$ cat src/rtl/simon_pkg.sv
// Shared types and constants for Simon pattern playback.
package simon_pkg;

  typedef enum logic [2:0] {
    ST_IDLE = 3'd0,
    ST_LOAD = 3'd1,
    ST_SHOW = 3'd2,
    ST_GAP  = 3'd3,
    ST_DONE = 3'd4
  } pb_state_t;

  localparam int LED_W_DEF = 4;
  localparam logic [LED_W_DEF-1:0] LED_BLANK = '0;

endpackage

$ cat src/rtl/simon_step_timer.sv
// Loadable down-counter that parks at zero; expire flags the last cycle of an interval.
module simon_step_timer #(
  parameter int CNT_W = 8
) (
  input  logic             clk,
  input  logic             rst,
  input  logic             load,
  input  logic [CNT_W-1:0] value,
  output logic             expire
);

  logic [CNT_W-1:0] cnt;

  always_ff @(posedge clk or negedge rst) begin
    if (!rst)              cnt <= '0;
    else if (load)         cnt <= value;
    else if (cnt != '0)    cnt <= cnt - 1'b1;
  end

  assign expire = (cnt == '0);

endmodule

$ cat src/rtl/simon_playback_ctrl.sv
// Timed playback of pattern memory entries first..last (wrapping) onto the LEDs,
// each lit for ON_CYCLES then blanked for GAP_CYCLES.
module simon_playback_ctrl
  import simon_pkg::*;
#(
  parameter int ADDR_W     = 6,
  parameter int LED_W      = LED_W_DEF,
  parameter int ON_CYCLES  = 4,
  parameter int GAP_CYCLES = 2,
  parameter int CNT_W      = 8
) (
  input  logic              clk,
  input  logic              rst,
  input  logic              start,
  input  logic              abort,
  input  logic [ADDR_W-1:0] first_addr,
  input  logic [ADDR_W-1:0] last_addr,
  output logic [ADDR_W-1:0] rd_addr,
  input  logic [LED_W-1:0]  rd_data,
  output logic [LED_W-1:0]  leds,
  output logic              busy,
  output logic              done
);

  localparam bit             HAS_GAP  = (GAP_CYCLES > 0);
  localparam logic [CNT_W-1:0] ON_INIT  = CNT_W'(ON_CYCLES - 1);
  localparam logic [CNT_W-1:0] GAP_INIT = HAS_GAP ? CNT_W'(GAP_CYCLES - 1) : '0;

  pb_state_t         state;
  logic [ADDR_W-1:0] curr, last_q;
  logic              tmr_load, tmr_exp, step_end;
  logic [CNT_W-1:0]  tmr_val;

  // Timer is armed on entry to SHOW (from LOAD) and on entry to GAP.
  always_comb begin
    tmr_load = 1'b0;
    tmr_val  = ON_INIT;
    if (state == ST_LOAD) begin
      tmr_load = 1'b1;
    end else if (state == ST_SHOW && tmr_exp && HAS_GAP) begin
      tmr_load = 1'b1;
      tmr_val  = GAP_INIT;
    end
  end

  assign step_end = tmr_exp && ((state == ST_GAP) || (state == ST_SHOW && !HAS_GAP));

  simon_step_timer #(.CNT_W(CNT_W)) u_timer (
    .clk    (clk),
    .rst    (rst),
    .load   (tmr_load),
    .value  (tmr_val),
    .expire (tmr_exp)
  );

  always_ff @(posedge clk or negedge rst) begin
    if (!rst) begin
      state   <= ST_IDLE;
      curr    <= '0;
      last_q  <= '0;
      rd_addr <= '0;
      leds    <= '0;
      busy    <= 1'b0;
      done    <= 1'b0;
    end else if (abort && state != ST_IDLE) begin
      state <= ST_IDLE;
      leds  <= LED_W'(LED_BLANK);
      busy  <= 1'b0;
      done  <= 1'b0;
    end else begin
      done <= 1'b0;
      case (state)
        ST_IDLE: if (start && !abort) begin
          curr    <= first_addr;
          last_q  <= last_addr;
          rd_addr <= first_addr;
          busy    <= 1'b1;
          state   <= ST_LOAD;
        end
        ST_LOAD: begin
          leds  <= rd_data;
          state <= ST_SHOW;
        end
        ST_SHOW: if (tmr_exp) begin
          leds <= LED_W'(LED_BLANK);
          if (HAS_GAP) state <= ST_GAP;
        end
        ST_GAP: ;
        ST_DONE: begin
          busy  <= 1'b0;
          state <= ST_IDLE;
        end
        default: state <= ST_IDLE;
      endcase
      // Later assignments override the SHOW/GAP defaults above.
      if (step_end) begin
        if (curr == last_q) begin
          done  <= 1'b1;
          state <= ST_DONE;
        end else begin
          curr    <= curr + 1'b1;
          rd_addr <= curr + 1'b1;
          state   <= ST_LOAD;
        end
      end
    end
  end

endmodule

$ cat config.mk
export PLATFORM = sky130hd
export DESIGN_NAME = simon_playback_ctrl
export DESIGN_NICKNAME = d
export VERILOG_FILES = /design/src/rtl/simon_pkg.sv /design/src/rtl/simon_step_timer.sv /design/src/rtl/simon_playback_ctrl.sv
export SDC_FILE = /design/constraint.sdc
export NUM_CORES = 1
export LEC_CHECK = 0
export ABC_AREA = 1
export CORE_ASPECT_RATIO = 1.25
export CORE_MARGIN = 2
export CORE_UTILIZATION = 50
export CTS_CLUSTER_DIAMETER = 150
export DETAILED_ROUTE_END_ITERATION = 8
export HOLD_SLACK_MARGIN = 0.06
export PLACE_DENSITY = 0.75
export REMOVE_ABC_BUFFERS = 1
export SYNTH_ARGS = -nofsm -noshare
export SYNTH_HDL_FRONTEND = slang
export SYNTH_SLANG_ARGS = --single-unit
$ cat constraint.sdc
create_clock -name clk -period 2.4 [get_ports clk]
set_clock_uncertainty 0.1 [all_clocks]
set_input_delay 0.72 -clock clk [delete_from_list [all_inputs] [get_ports clk]]
set_output_delay 0.72 -clock clk [all_outputs]
set_load 0.01 [all_outputs]
== Word-level counts from Yosys, hierarchy flattened ==
Cells that the tools add are included.

* Input port bits: 20
* Bits in read-only memories: 0
* Output and inout port bits: 12
* Memories kept: 0
* Logic and storage cells: 66
* RAM bits: 0
* Bits in latches: 0
* Bits in registers: 35

* Bitwise operators: 1
* Add/sub/neg operators: 2
* Multiplexer cells: 29
* Eq/ne operators: 10
* Reductions and logical operators: 16
* Divide/modulo/power cells: 0
* $lt $le $gt $ge: 0
* $mul: 0
* Shift operators: 0

{| class="wikitable"
|+ Operator list
! operator !! count
|-
| 2-to-1 mux 6 bit || 8
|-
| 2-to-1 mux 8 bit || 3
|-
| 2-to-1 mux 3 bit || 5
|-
| one-hot mux 3 bit (4 select lines) || 1
|-
| nonzero test 3 bit || 3
|-
| zero test 8 bit || 1
|-
| 2-to-1 mux 4 bit || 2
|-
| one-hot mux 4 bit (2 select lines) || 1
|-
| nonzero test 8 bit || 1
|-
| subtractor 8 x 1 -> 8 bit, second input constant || 1
|-
| 2-to-1 mux 1 bit || 7
|-
| adder 6 x 1 -> 6 bit, second input constant || 1
|-
| == test 3 x 2 -> 1 bit, second input constant || 2
|-
| == test 6 bit || 1
|-
| != test 3 x 2 -> 1 bit, second input constant || 2
|-
| AND reduction 3 bit || 2
|-
| logical AND 1 bit || 4
|-
| != test 4 x 3 -> 1 bit, second input constant || 1
|-
| != test 4 bit, second input constant || 1
|-
| AND reduction 2 bit || 2
|-
| == test 3 x 1 -> 1 bit, second input constant || 1
|-
| == test 3 bit, second input constant || 1
|-
| zero test 3 bit || 1
|-
| != test 3 bit, second input constant || 1
|-
| other kinds (5) || 5
|}

== Logic depth before layout (Yosys ltp) ==
Gate-level depths: netlist (run 1).

* Depth after elaboration: 6
* Depth in mapped cells: 12
* Gate-level depth less buffers: 11

== By module ==
Synthesis (run 1) repeated with hierarchy kept, for this count alone.

* Cells, all modules: 300
* Area, all modules: 2152.1 um2

{| class="wikitable"
|+ By module, submodules not included
! module !! area each (um2) !! times used !! cells an instance !! seq. area each (um2)
|-
| simon_playback_ctrl || 1639.1 || 1 || 229 || 675.6
|-
| simon_step_timer || 513.0 || 1 || 71 || 200.2
|}

== Least setup slack after synthesis (run 1) ==
OpenSTA, ideal clock, no wires.

* Kind: input-to-reg
* Start point: input port abort
* End point: register last_q[0]
* Data arrival time: 1.459 ns
* Path slack: 0.715 ns
* Stages: 6
* Required time: 2.174 ns
* Buffers on the path: 2
* Cell sequence: inv_1 -> nand2_1 -> nor2_4 -> buf_4 -> buf_2 -> o21ai_0

* Cells in the longest elaborated chain, start to end: 3

{| class="wikitable"
|+ RTL lines
! item !! RTL line !! text
|-
| from (decl) || simon_playback_ctrl.sv:15 || <nowiki>input logic abort,</nowiki>
|-
| zero test 1 bit / logical AND 1 bit (equally long branches) || simon_playback_ctrl.sv:73, simon_playback_ctrl.sv:65 ||
|-
| logical AND 1 bit / inverter 1 bit (equally long branches) || n/a ||
|-
| AND reduction 3 bit (no source line) * || n/a ||
|-
| to (signal assigned) || simon_playback_ctrl.sv:75 || <nowiki>last_q <= last_addr;</nowiki>
|-
| to (decl) || simon_playback_ctrl.sv:30 || <nowiki>logic [ADDR_W-1:0] curr, last_q;</nowiki>
|}

Every way passes the cells marked *; elsewhere a longest branch is shown, timed or not.
A chain may end at the register's enable or synchronous reset.

== Worst setup path in the final report (run 1) ==
* Start point: register rd_addr[3]
* End point: output port rd_addr[3]

{| class="wikitable"
|+ RTL lines
! item !! RTL line !! text
|-
| from (decl) || simon_playback_ctrl.sv:18 || <nowiki>output logic [ADDR_W-1:0] rd_addr,</nowiki>
|-
| from (signal assigned) || simon_playback_ctrl.sv:76 || <nowiki>rd_addr <= first_addr;</nowiki>
|-
| from (signal assigned) || simon_playback_ctrl.sv:102 || <nowiki>rd_addr <= curr + 1'b1;</nowiki>
|}

No word-level cell between the ends.

==> results.md, run 1 <==
- Via count: 1813
- Sequential share of the synthesized area: a little over two fifths
- Area Growth Syn to Fin: 23.3%
- Core box area: 3850 sq um
- Drt initial violations: 54
- Die area: 4610 sq um
- Die Wd: 61.1 um
- I/O Buffers: 31
- Ys Warns: 0
- Dpl ws: 139 ps
- Max-slew violations: 0
- Final wirelength: 4.15 mm
- Core Rows: 25
- Logic pwr share: between 50% and 60%
- CTS tree: done
- Least-Margin Pin Slew: 446 ps
- Mapped cell area: 2040 sq um
- Reg2Reg Depth: 11
- Commonest non-fill, non-tap cell in the layout: nand2_1
- Switching part of the total: around 43%
- HP Class: reg -> reg
- Die Y: 75.4 um
- Status: finished clean
- GRT overflow: 0
- Antenna Nets Post-Route: 0
- Postcts setup bufs: 0
- Worst path max stage delay: 550 ps
- Leak pwr: 1.31 nW
- Final number of hold-violating endpoints: 0
- Residual DRC: 0
- Crit path cell chain: clkdlybuf4s50_1
- Most frequent cells in the layout: nand2_1, dfrtp_1, clkdlybuf4s50_1
- Vias in the first global route: roughly 1600
- RSZ-0062 raised after global routing: false
- # diodes: 0
- Initial Utilization: 53.0%
- Final worst slack: 364 ps
- WL per Instance: 10.9 um
- Critical path depth: 1
- Num CTS Buffers: 5
- Slew HR: between 70 and 80%
- Placed cell areas: 2430 sq um
- Final GP Congestion: 0.822
- Number of H-tree levels: 2
- Slowest stage cell on the critical path: clkdlybuf4s50_1
- Kind of cell adding the most delay to the critical path: buffers and inverters
- CP Max Fanout: 3
- CP Class: reg -> out
- Int Pwr: 1.65 mW
- Fin area: around 2500 sq um
- WHS Path Cells: 2
- Initial antenna violation count: 0
- PostCTS Resize Cnt: 0
- Power per Cell Area: about 1200 nW/um^2
- NumNets Final: about 350
- Setup TNS: 0 ps
- CP endpoint kind: output port
- # setup viols final: 0
- First-pass DRT Iterations: 4
- Clk slew on worst S/H paths: 70 ps
- Worst Path Buf+Inv: 1
- Syn_area_per_cell: 7.08 sq um
- Worst path arrival time: 1220 ps
- Reg power frac: 35.9%
- Req. time, crit path: between 1500 and 2000 ps
- I/O pin cnt: 32
- DP HPWL: 3.11 mm
- Fraction of layout cells with a size suffix above 1: around 12%
- Clock power share: 13.9%
- CTS root buf: clkbuf_8
- Fmax achieved: 491 MHz
- Hold buffer count at CTS: 0
- Yosys reg bits: 35
- Sw Pwr: 1.27 mW
- Gr usage total: between 20% and 30%
- Maximum clock insertion buffer count: 2
- Filler cells: 353
- Max-cap violations: 0
- Period minus WS final: 2040 ps
- Yosys cell types: 26
- Final period util: 84.8%
- First-pass GRT wire length: between 7 and 8 mm
- Vias per cell: roughly 4.8
- Clock Sinks: 35
- Syn Inst Count: 288
- Peak VDD IR: 0.464 mV
- Clk_lat worst skew: around 280 ps
- Flop-to-flop setup slack: 560 ps
- CP startpoint kind: flip-flop
- Largest net degree at the start of global routing: 36
[cells in the mapped netlist (all sizes together)]
cell type  count  area share (%)
xor2           5             2.1
nor4           2            0.61
ha             3             1.8
a211oi         1            0.37
nor2          19             5.0
dfrtp         35              43
inv           32             5.9
clkinv         1            0.18
nand2        139              27
o21ai         21             5.2
o211ai         1            0.37
a21oi          4             1.5
buf            6             2.0
nor3           4            0.98
nand3         13             3.8
nand4          2            0.61
[flip-flops by register name (all words and copies together), names as in the netlist]
register	flops
busy	1
leds	4
last_q	6
done	1
state	3
rd_addr	6
u_timer.cnt	8
curr	6
[through the flow]
step | utilization [%] | cells | hold slack [ps] | total power, mW
floorplan | - | 282 | 324 | 2.05
CTS | 65.4 | 381 | 380 | 2.95
detailed placement | 63.3 | 373 | 362 | 2.53
global placement | 63.3 | 373 | 363 | 2.49
global route | 65.4 | 381 | 417 | 3.21
finish | 65.4 | 381 | 374 | 2.92
[worst paths after layout]
kind	start	to
max in group asynchronous	rst	last_q[3]$_DFFE_PN0P_
worst min-delay path	busy$_DFFE_PN0P_	busy$_DFFE_PN0P_
worst max register to register	u_timer.cnt[0]$_DFFE_PN0P_	rd_addr[1]$_DFFE_PN0P_
min in group asynchronous	rst	done$_DFF_PN0_
worst min register to register	busy$_DFFE_PN0P_	busy$_DFFE_PN0P_
worst max-delay path	rd_addr[3]$_DFFE_PN0P_	rd_addr[3]
[power groups by stage]
stage	Clock [mW]	Sequential, mW	Combinational, mW
after floorplan	0	1.05	0.998
after global placement	0	1.05	1.44
after detailed placement	0	1.05	1.48
after CTS	0.419	1.05	1.48
after global routing	0.452	1.08	1.68
final	0.406	1.05	1.46
[cell families (layout without fill, tap and decap cells)]
| kind of cell | after synthesis | count (layout) | share of synthesized area, % |
|---|---|---|---|
| compound gates | 27 | 27 | 7.42 |
| fa+ha+maj | 3 | 3 | 1.84 |
| buf+inv | 39 | 78 | 8.10 |
| flops | 35 | 35 | 42.9 |
| simple gates | 179 | 179 | 37.5 |
| xor+xnor | 5 | 5 | 2.15 |
[final cells by class]
class	count	area [sq um]	area share, %
Multi-Input combinational cell	214	998	39.7
Sequential cell	35	876	34.8
Timing Repair Buffer	37	368	14.6
Inverter	33	124	4.93
Clock buffer	7	76.3	3.03
Tap cell	54	67.6	2.69
Clock inverter	1	5.00	0.199
[per-layer routing]
metal | GRT usage, % | vias up | share of wire (%)
met2 | 35.7 | 35 | 51
met5 | 0 | - | 0
met4 | 7.73 | 0 | 1.4
met3 | 4.58 | 5 | 3.3
met1 | 25.0 | 802 | 45
li1 | - | 971 | -
Power figures use the tool's default switching activity.
==> run 2, diff against run 1 <==
==> constraint.sdc (replaced) <==
create_clock -name clk -period 1.97 [get_ports clk]
set_clock_uncertainty 0.1 [all_clocks]
set_input_delay 0.591 -clock clk [delete_from_list [all_inputs] [get_ports clk]]
set_output_delay 0.591 -clock clk [all_outputs]
set_load 0.01 [all_outputs]
==> results.md, run 2 (synthesized netlist as in run 1, its figures left out) <==
- Setup TNS: 0 ps
- Flop-to-flop setup slack: 200 ps
- Largest register FFs: 8
- # setup viols final: 0
- Reg power frac: 33.9%
- Initial antenna violation count: 0
- Die area: 4610 sq um
- Crit path cell chain: clkdlybuf4s50_1
- Reg2Reg Depth: 11
- CP Max Fanout: 3
- First-pass DRT Iterations: 4
- Fin area: roughly 2600 sq um
- Worst Path Buf+Inv: 1
- Clk_lat worst skew: 290 ps
- Core Rows: 25
- WL per Instance: 10.9 um
- Slew HR: 73.6%
- Maximum clock insertion buffer count: 2
- Filler cells: about 350
- I/O Buffers: 31
- Num CTS Buffers: 5
- Initial Utilization: 53.0%
- Antenna Nets Post-Route: 0
- Final GP Congestion: 0.819
- Placed cell areas: 2480 sq um
- Die Y: roughly 75 um
- Final number of hold-violating endpoints: 0
- First-pass GRT wire length: 7.29 mm
- Most frequent cells in the layout: nand2_1, dfrtp_1, clkdlybuf4s50_1
- Final wirelength: 4.23 mm
- Largest net degree at the start of global routing: 36
- Number of H-tree levels: 2
- Period minus WS final: 1940 ps
- HP Class: reg -> reg
- Gr usage total: 21.4%
- Status: finished clean
- Dpl ws: -63.0 ps
- Logic pwr share: a little under half
- Slowest stage cell on the critical path: clkdlybuf4s50_1
- Max-slew violations: 0
- R2r startpoint: u_timer.cnt[0]$_DFFE_PN0P_
- CTS tree: done
- Least-Margin Pin Slew: 392 ps
- Req. time, crit path: 1280 ps
- Commonest non-fill, non-tap cell in the layout: nand2_1
- PostCTS Resize Cnt: 0
- Switching part of the total: 41.8%
- Max-cap violations: 0
- Critical path depth: 1
- Top reg by flops: u_timer.cnt
- CTS root buf: clkbuf_8
- Clock Sinks: 35
- Final period util: 98.4%
- CP Class: reg -> out
- CP endpoint kind: output port
- Sw Pwr: 1.58 mW
- Core box area: 3850 sq um
- Peak VDD IR: 0.757 mV
- Hold wc startpoint: busy$_DFFE_PN0P_
- Via count: 1842
- Worst path max stage delay: between 500 and 600 ps
- Fmax achieved: 516 MHz
- Worst Setup EP: rd_addr[3]
- Power per Cell Area: 1450 nW/um^2
- # diodes: 0
- NumNets Final: 355
- Clk slew on worst S/H paths: 70 ps
- Vias in the first global route: 1670
- Drt initial violations: 80
- DP HPWL: around 3.1 mm
- RSZ-0062 raised after global routing: false
- Residual DRC: 0
- Fraction of layout cells with a size suffix above 1: 14.4%
- Final worst slack: 31.6 ps
- Area Growth Syn to Fin: 27.9%
- Kind of cell adding the most delay to the critical path: buffers and inverters
- CP startpoint kind: flip-flop
- Die Wd: 61.1 um
- Int Pwr: 2.20 mW
- I/O pin cnt: 32
- Leak pwr: 1.36 nW
- Clock power share: 18.1%
- Vias per cell: around 4.8
- Worst path arrival time: 1250 ps
- GRT overflow: 0
- Critical Path Source: rd_addr[3]$_DFFE_PN0P_
- Reg-to-Reg End: curr[5]$_DFFE_PN0P_
## run 2: cell types whose count changed in the layout (fill, tap and decap cells not counted), sizes merged
cell	previous run	this run
buf	6	12
bufinv	0	1
clkbuf	7	6
## run 2: worst min-delay path: cells and delay by family (launching register included)
family | cells | cell delay [ps]
flops | 1 | 350
simple gates | 2 | 110
## run 2: repair_timing
item / CTS / global route
endpoints found under the hold margin: 0 / 0
hold buffers: 0 / 0
setup buffers: 0 / 2
setup endpoints to repair: 0 / 1
## run 2: worst min path at each step
stage | to | depth (start not counted) | slack (ps)
global placement | busy$_DFFE_PN0P_ | 2 | 360
detailed placement | busy$_DFFE_PN0P_ | 2 | 380
CTS | busy$_DFFE_PN0P_ | 2 | 390
floorplan | busy$_DFFE_PN0P_ | 0 | 200
finish | busy$_DFFE_PN0P_ | 2 | 390
global route | leds[2]$_DFFE_PN0P_ | 2 | 420
## run 2: cell type report
class | count | area (sq um) | area share [%]
Multi-Input combinational cell | 214 | 998 | 38.3
Timing Repair Buffer | 43 | 425 | 16.3
Sequential cell | 35 | 876 | 33.6
Tap cell | 54 | 67.6 | 2.59
Clock inverter | 2 | 35.0 | 1.34
Clock buffer | 6 | 82.6 | 3.17
Inverter | 33 | 124 | 4.75
## run 2: power groups by stage
stage | registers [mW] | logic [mW] | clock network [mW]
6_report | 1.28 | 1.81 | 0.682
2_1_floorplan | 1.28 | 1.22 | 0
4_1_cts | 1.28 | 1.83 | 0.700
5_1_grt | 1.32 | 2.07 | 0.725
3_5_place_dp | 1.29 | 1.82 | 0
3_3_place_gp | 1.28 | 1.78 | 0
## run 2: stage by stage
| stage | util, % | total power [mW] | cells | hold WS (ps) |
|---|---|---|---|---|
| 2_1_floorplan | - | 2.49 | 282 | 195 |
| 3_3_place_gp | 64.4 | 3.06 | 377 | 363 |
| 3_5_place_dp | 64.4 | 3.11 | 377 | 376 |
| 4_1_cts | 67.4 | 3.81 | 385 | 393 |
| 5_1_grt | 67.8 | 4.12 | 387 | 424 |
| 6_report | 67.8 | 3.77 | 387 | 389 |
## run 2: routing by layer
layer / vias to the layer above / routed length [um] / GRT usage, %
met2: 26 / 2130 / 36.9
met3: 7 / 109 / 5.43
met4: 0 / 85 / 8.45
li1: 981 / - / -
met1: 828 / 1910 / 25.2
met5: - / 0 / 0
==> run 3, diff against run 2 <==
--- a/config.mk
+++ b/config.mk
@@ -11,7 +11,8 @@
 export CORE_UTILIZATION = 50
 export CTS_CLUSTER_DIAMETER = 150
 export DETAILED_ROUTE_END_ITERATION = 8
-export HOLD_SLACK_MARGIN = 0.06
+export GPL_TIMING_DRIVEN = 0
+export HOLD_SLACK_MARGIN = 0.03
 export PLACE_DENSITY = 0.75
 export REMOVE_ABC_BUFFERS = 1
 export SYNTH_ARGS = -nofsm -noshare
==> results.md, run 3 (synthesized netlist as in run 1, its figures left out) <==
- Fin cells: 380
- Worst path max stage delay: 550 ps
- Antenna Nets Post-Route: 0
- GRT overflow: 0
- CP Max Fanout: 3
- Sequential cell area: 876 sq um
- Most frequent cells in the layout: nand2_1, dfrtp_1, clkdlybuf4s50_1
- Largest net degree at the start of global routing: 36
- Req. time, crit path: 1280 ps
- Number of H-tree levels: 2
- Via count: between 1500 and 2000
- CTS tree: done
- Fraction of layout cells with a size suffix above 1: between 10% and 20%
- Max-cap violations: 0
- CP Class: reg -> out
- HP Class: in -> async
- WL per Instance: roughly 11 um
- Max-slew violations: 0
- Worst path arrival time: 1220 ps
- Initial Utilization: between 50% and 60%
- Clock Sinks: 35
- Final period util: 96.9%
- Hold WS: 279 ps
- Least-Margin Pin Slew: between 700 and 800 ps
- Gr usage total: about a fifth
- Multi-input logic area: 1020 sq um
- Drt initial violations: 91
- Fin area: between 2000 and 3000 sq um
- Final wirelength: 4.15 mm
- Fmax achieved: 524 MHz
- Residual DRC: 0
- Die Y: approximately 75 um
- Flop-to-flop setup slack: 160 ps
- Reg-to-Reg End: rd_addr[1]$_DFFE_PN0P_
- Status: finished clean
- Kind of cell adding the most delay to the critical path: buffers and inverters
- Core box area: 3850 sq um
- R2r startpoint: u_timer.cnt[0]$_DFFE_PN0P_
- Reg2Reg Depth: 11
- Top reg by flops: u_timer.cnt
- Final number of hold-violating endpoints: 0
- Cells after DPL: 367
- Area Growth Syn to Fin: 23.6%
- Clk slew on worst S/H paths: approximately 60 ps
- NumNets Final: 349
- Peak VDD IR: 0.772 mV
- Filler cells: 371
- Die Wd: 61.1 um
- Crit path cell chain: clkdlybuf4s50_1
- DP HPWL: 2.90 mm
- Worst Path Buf+Inv: 1
- RSZ-0062 raised after global routing: false
- Largest register FFs: 8
- CTS root buf: clkbuf_8
- Vias in the first global route: 1607
- Slew HR: 48.4%
- # setup viols final: 0
- First-pass GRT wire length: 6.76 mm
- Commonest non-fill, non-tap cell in the layout: nand2_1
- Core Rows: 25
- Setup TNS: 0 ps
- Period minus WS final: 1910 ps
- First-pass DRT Iterations: 4
- CP startpoint kind: flip-flop
- Leak pwr: 1.32 nW
- Initial antenna violation count: 0
- Slowest stage cell on the critical path: clkdlybuf4s50_1
- # diodes: 0
- I/O Buffers: 31
- Final Util: approximately two thirds
- Placed cell areas: between 2000 and 2500 sq um
- Num CTS Buffers: 5
- Power per Cell Area: around 1400 nW/um^2
- Maximum clock insertion buffer count: 2
- CP endpoint kind: output port
- Vias per cell: 4.93
- Clk_lat worst skew: a little under 300 ps
- I/O pin cnt: 32
- Die area: between 4000 and 5000 sq um
- Final GP Congestion: 0.840
[run 3: cell types whose count changed in the layout (fill, tap and decap cells not counted), moves of 2 or more]
| cell | previous run | this run |
|---|---|---|
| nand2_1 | 133 | 131 |
| nor2_1 | 13 | 11 |
| buf_12 | 2 | 0 |
| nor2_2 | 3 | 6 |
| buf_4 | 10 | 5 |
[run 3: worst max path at each step]
| stage | start | end | slack [ps] | cells past startpoint |
|---|---|---|---|---|
| 6_report | rd_addr[2]$_DFFE_PN0P_ | rd_addr[2] | 60 | 1 |
| 5_1_grt | u_timer.cnt[0]$_DFFE_PN0P_ | rd_addr[1]$_DFFE_PN0P_ | 8 | 11 |
| 4_1_cts | rd_addr[4]$_DFFE_PN0P_ | rd_addr[4] | 50 | 1 |
| 3_5_place_dp | abort | rd_addr[4]$_DFFE_PN0P_ | -480 | 11 |
| 3_3_place_gp | rst | last_q[1]$_DFFE_PN0P_ | -570 | 1 |
| 2_1_floorplan | abort | rd_addr[2]$_DFFE_PN0P_ | 260 | 10 |
[run 3: what timing repair did]
item	in CTS	in global routing
pin swaps	1	2
endpoints found under the setup margin	16	18
cloned	1	0
gates resized for setup	1	5
setup buffers	3	2
endpoints found under the hold margin	0	0
hold buffers	0	0
[run 3: layer usage]
layer  GRT usage, %  wire length (um)  up-vias
met2           33.7              2110       44
met3           5.09               193        7
met1           23.7              1780      850
met4           7.00                71        0
met5              0                 0        -
li1               -                 -      974
[run 3: stage by stage]
stage	total power, mW	setup slack [ps]
final	3.58	61.2
after global routing	3.92	7.71
after CTS	3.58	54.6
after detailed placement	3.01	-478
after global placement	2.97	-570
after floorplan	2.49	255
[run 3: final cells by class]
type / instances / share of cell area (%)
clock buffers: 6 / 3.28
clock inverters: 1 / 0.199
inverters: 33 / 4.91
multi-input cells: 215 / 40.6
flip-flops and latches: 35 / 34.7
well taps: 54 / 2.68
repair buffers: 36 / 13.6
[run 3: power by group]
group	switching [mW]	internal [mW]
clock	0.247	0.274
sequential	0.251	1.02
combinational	1.06	0.725
[run 3: worst register-to-register path, cell delays in order (launching register included)]
cell	delay (ps)
dfrtp_1	390
inv_1	100
ha_1	150
inv_1	40
nor2_2	140
nand2_4	140
nor2_4	210
buf_4	160
nand3_1	110
nand2_1	90
nand2_1	50
nand2_1	70
